<file path="src/rtl/sram_queue_512x64.sv">
// 512x64 queue backed by an external single-port-per-direction SRAM, with a
// two-entry output buffer that hides the one-cycle SRAM read latency.
module sram_queue_512x64 #(
  parameter int DATA_W = 64,
  parameter int ADDR_W = 9
) (
  input  logic              clock,
  input  logic              reset,
  input  logic              enq_valid,
  output logic              enq_ready,
  input  logic [DATA_W-1:0] enq_bits,
  output logic              deq_valid,
  input  logic              deq_ready,
  output logic [DATA_W-1:0] deq_bits,
  output logic [ADDR_W:0]   count,
  output logic [ADDR_W-1:0] mem_W0_addr,
  output logic              mem_W0_en,
  output logic [DATA_W-1:0] mem_W0_data,
  output logic [ADDR_W-1:0] mem_R0_addr,
  output logic              mem_R0_en,
  input  logic [DATA_W-1:0] mem_R0_data
);

  localparam int DEPTH = 1 << ADDR_W;
  localparam logic [ADDR_W:0] FULL_CNT = DEPTH[ADDR_W:0];

  logic [ADDR_W-1:0] wr_ptr_q, wr_ptr_d;
  logic [ADDR_W-1:0] rd_ptr_q, rd_ptr_d;
  logic [ADDR_W:0]   sram_cnt_q, sram_cnt_d;
  logic              inflight_q, inflight_d;
  logic [1:0]        buf_cnt_q, buf_cnt_d;
  logic [1:0][DATA_W-1:0] buf_q, buf_d;

  logic              enq_fire;
  logic              deq_fire;
  logic              rd_issue;
  logic [ADDR_W:0]   count_raw;
  logic [2:0]        occ_after_deq;

  assign count_raw = sram_cnt_q
                   + {{ADDR_W{1'b0}}, inflight_q}
                   + {{(ADDR_W-1){1'b0}}, buf_cnt_q};

  // Every externally visible handshake/count is forced quiet while in reset,
  // including the cycle in which reset first drops before the clearing edge.
  assign enq_ready = reset & (count_raw != FULL_CNT);
  assign deq_valid = reset & (buf_cnt_q != 2'd0);
  assign deq_bits  = deq_valid ? buf_q[0] : '0;
  assign count     = reset ? count_raw : '0;

  assign enq_fire = enq_valid & enq_ready;
  assign deq_fire = deq_valid & deq_ready;

  // Slots that will be committed in the output buffer once the pending read
  // lands, net of an entry leaving this cycle.
  assign occ_after_deq = {1'b0, buf_cnt_q} + {2'b00, inflight_q} - {2'b00, deq_fire};
  assign rd_issue      = reset & (sram_cnt_q != '0) & (occ_after_deq < 3'd2);

  assign mem_W0_en   = enq_fire;
  assign mem_W0_addr = wr_ptr_q;
  assign mem_W0_data = enq_bits;
  assign mem_R0_en   = rd_issue;
  assign mem_R0_addr = rd_ptr_q;

  always_comb begin
    wr_ptr_d   = wr_ptr_q + {{(ADDR_W-1){1'b0}}, enq_fire};
    rd_ptr_d   = rd_ptr_q + {{(ADDR_W-1){1'b0}}, rd_issue};
    sram_cnt_d = sram_cnt_q + {{ADDR_W{1'b0}}, enq_fire} - {{ADDR_W{1'b0}}, rd_issue};
    inflight_d = rd_issue;
    buf_d      = buf_q;
    buf_cnt_d  = buf_cnt_q;

    case ({inflight_q, deq_fire})
      2'b10: begin
        buf_d[buf_cnt_q[0]] = mem_R0_data;
        buf_cnt_d           = buf_cnt_q + 2'd1;
      end
      2'b01: begin
        buf_d[0]  = buf_q[1];
        buf_cnt_d = buf_cnt_q - 2'd1;
      end
      2'b11: begin
        if (buf_cnt_q == 2'd1) begin
          buf_d[0] = mem_R0_data;
        end else begin
          buf_d[0] = buf_q[1];
          buf_d[1] = mem_R0_data;
        end
      end
      default: ;
    endcase
  end

  always_ff @(posedge clock) begin
    if (!reset) begin
      wr_ptr_q   <= '0;
      rd_ptr_q   <= '0;
      sram_cnt_q <= '0;
      inflight_q <= 1'b0;
      buf_cnt_q  <= 2'd0;
      buf_q      <= '0;
    end else begin
      wr_ptr_q   <= wr_ptr_d;
      rd_ptr_q   <= rd_ptr_d;
      sram_cnt_q <= sram_cnt_d;
      inflight_q <= inflight_d;
      buf_cnt_q  <= buf_cnt_d;
      buf_q      <= buf_d;
    end
  end

endmodule

</file>
<file path="config.mk">
export PLATFORM = sky130hd
export DESIGN_NAME = sram_queue_512x64
export DESIGN_NICKNAME = d
export VERILOG_FILES = /design/src/rtl/sram_queue_512x64.sv
export SDC_FILE = /design/constraint.sdc
export NUM_CORES = 1
export LEC_CHECK = 0
export CAP_MARGIN = 15
export CORE_MARGIN = 2
export CORE_UTILIZATION = 45
export CTS_CLUSTER_DIAMETER = 30
export DETAILED_ROUTE_END_ITERATION = 6
export MAX_ROUTING_LAYER = met4
export PLACE_DENSITY = 0.81
export SLEW_MARGIN = 20
export SYNTH_ARGS = -nofsm -noshare
export SYNTH_HDL_FRONTEND = slang
export SYNTH_SLANG_ARGS = --single-unit
export TNS_END_PERCENT = 20
</file>
<file path="constraint.sdc">
create_clock -name clock -period 4.7 [get_ports clock]
set_input_delay 0.705 -clock clock [delete_from_list [all_inputs] [get_ports clock]]
set_output_delay 0.705 -clock clock [all_outputs]
set_load 0.01 [all_outputs]
</file>
==> run metrics <==
Final Critical Period 4400 ps; Compound-Gate Fraction of Synth Area a little over a fifth; xor/xnor share of the synthesized area roughly 3.3%; CTS Hold Buffers Added 0; Syn Std Cell Area between 7000 and 8000 um^2; initial DRC count 432; Worst Path Arrival 3690 ps; CTS tree done; reg2reg path depth 18; run status finished clean; CP cell instances inv_1, ha_1, nand3b_2, nor2_1, o21ai_0, fa_1, xnor2_1, nand3_1, a31oi_1, buf_4, clkdlybuf4s50_1; core area about 17000 um^2; Crit Path Max Fanout 5; CP startpoint kind register; placed wire-length estimate about 12 mm; layout cells sized above 1 5.21%; vias in the first global route between 6000 and 7000; Post-Layout Cell Count ~1200; RD Place Congestion around 0.84; max frequency about 230 MHz; post-synthesis mux area share less than 1%; syn avg cell area ~8.2 um^2; full die area between 15000 and 20000 um^2; post-cts gate resize count 0; slew margin rel. 27.0%; Final #Nets around 1200; Worst path slowest cell clkdlybuf4s50_1; I/O Buffers between 150 and 200; maximum vdd drop 0.000363 V; Yosys Warn Count 0; post-synthesis async set-or-reset flop share 0%; drt pass-1 iters 5; critical path required time roughly 4000 ps; Adder-Cell Fraction of Synth Area approximately 5.4%; top area cells in the synthesized netlist dfxtp_1, a21oi_1, buf_4, nand2_1, a22oi_1; Yosys top cell by area dfxtp_1; post-CTS setup repair buffer count 0; Hold Crit Class reg -> reg; Clock Latency Late Sink 420 ps; post-synthesis cell count approximately 940; Via density between 5 and 6; initial antenna violation count 0; skew final roughly 11 ps; flops & latches, synth between 150 and 200; clock sinks ~160; Placed Cells incl. Taps 1210; Tot GR Track Use a little over a fifth; largest net degree at the start of global routing 97; row cnt 48; Critical path buffers and inverters 3; Diodes inserted 0; hold slack 455 ps; Clk pin slew, worst setup/hold paths 60 ps; CP endpoint kind output pin; DRT Wirelength 19.3 mm; Synth cell types 45; fin area 9640 um^2; most common cell in the netlist dfxtp_1; WL/cell 15.6 um; Sum Neg Setup Slack 0 ps; Fillers 1574; Starting Density between 40 and 50%; # DRC 0; die span in y 135 um; ANT nets after route 0; Post-Synth Simple-Gate Area about 17%; grt ovf 0; Hold Crit Depth 2; first-pass GRT wire length around 30 mm; top cells by count, synth dfxtp_1, a21oi_1, nand2_1; Final Hold Fails 0; RSZ-0062 raised after global routing false; CP top delay family buffers and inverters; pins over their slew limit 0; Leak Pwr about 3.6 nW; reg2reg start buf_cnt_q[0]; final worst-path cycle share ~94%; vias roughly 6700; actual slew at the worst max-slew pin 1090 ps; crit path from buf_cnt_q[0]; # IOs 292; CTS H-tree lvls 4; Slowest Stage Delay on Critical Path between 500 and 600 ps; clk root buf clkbuf_16; Post-synth EDFFs 0; Synth Net Count 1106; Crit Path Category reg -> out; main combinational cell family by area after synthesis compound AO/OA/AOI/OAI gates; Die Wd roughly 140 um; WP depth 11; setup violators final 0; clk buf depth 2; CTS buffer count 17; Yosys top cell area share a little over 40%; Area Growth Syn to Fin 24.1%; Power Dens Cells roughly 570 nW/um^2; startpoint of the lowest-slack hold path buf_q[73]; sequential fraction of the synthesis area between 40% and 50%; DP Area 8990 um^2; max cap viols 0; Most used DFF post-synth dfxtp_1
[flip-flops by register name, indices dropped and copies added, names as in the netlist]
signal / cells
buf_q: 128
sram_cnt_q: 10
mem_W0_addr: 9
buf_cnt_q: 2
mem_R0_addr: 9
inflight_q: 1
[power breakdown]
part / total [mW] / internal (mW) / switching, mW / leakage (nW)
logic: 2.15 / 0.927 / 1.22 / 2.02
registers: 1.91 / 1.71 / 0.206 / 1.30
clock network: 1.45 / 0.863 / 0.585 / 0.298
[cells in the final DEF (no fill, tap or decap), types with 3 or more instances in the layout]
| cell type | n |
|---|---|
| a21oi_1 | 138 |
| a22oi_1 | 64 |
| a31oi_1 | 6 |
| and2_1 | 72 |
| and3_1 | 3 |
| buf_4 | 8 |
| bufinv_16 | 3 |
| clkbuf_16 | 17 |
| clkdlybuf4s50_1 | 162 |
| dfxtp_1 | 159 |
| fa_1 | 4 |
| ha_1 | 27 |
| inv_1 | 19 |
| inv_6 | 3 |
| nand2_1 | 135 |
| nand2b_1 | 4 |
| nand3_1 | 12 |
| nor2_1 | 33 |
| o21ai_0 | 69 |
| o21bai_1 | 3 |
| or3_1 | 5 |
| xnor2_1 | 21 |
| xor2_1 | 8 |
[per-stage QoR]
stage	utilization [%]	power, mW	setup WS, ps
floorplan	-	3.43	833
global placement	52.6	3.97	299
detailed placement	52.6	4.05	122
CTS	56.2	5.51	257
global route	56.3	5.86	44.5
finish	56.3	5.51	305
[routing by layer]
| metal | wire [um] | track usage [%] |
|---|---|---|
| met3 | 1040 | 4.04 |
| met2 | 9520 | 35.0 |
| met5 | 0 | - |
| met4 | 306 | 7.41 |
| met1 | 8470 | 26.0 |
[cell type report]
class | count | area [um^2] | share of cell area (%)
Clock buffer | 19 | 443 | 4.59
Sequential cell | 159 | 3180 | 33.0
Inverter | 20 | 76.3 | 0.792
Clock inverter | 13 | 176 | 1.83
Multi-Input combinational cell | 634 | 3750 | 38.9
Timing Repair Buffer | 173 | 1730 | 18.0
Tap cell | 225 | 282 | 2.92
[worst register-to-register path: cells and delay by family (launching register included)]
family / cells / cell delay (ps)
fa+ha+maj: 5 / 1470
compound gates: 5 / 1000
simple gates: 4 / 750
flops: 1 / 480
xor+xnor: 2 / 300
buf+inv: 2 / 200
[cells by family (layout without fill, tap and decap cells)]
family          Yosys count  after routing
simple gates            279            279
buf+inv                 150            225
compound gates          292            292
flops                   159            159
fa+ha+maj                31             31
mux                       3              3
xor+xnor                 29             29
[worst paths after layout]
check,endpoint,slack (ps)
max,mem_R0_en,300
min,buf_q[73],460
max reg2reg,sram_cnt_q[8],340
min reg2reg,buf_q[73],460
No activity file was read; power rests on OpenSTA's default activity.
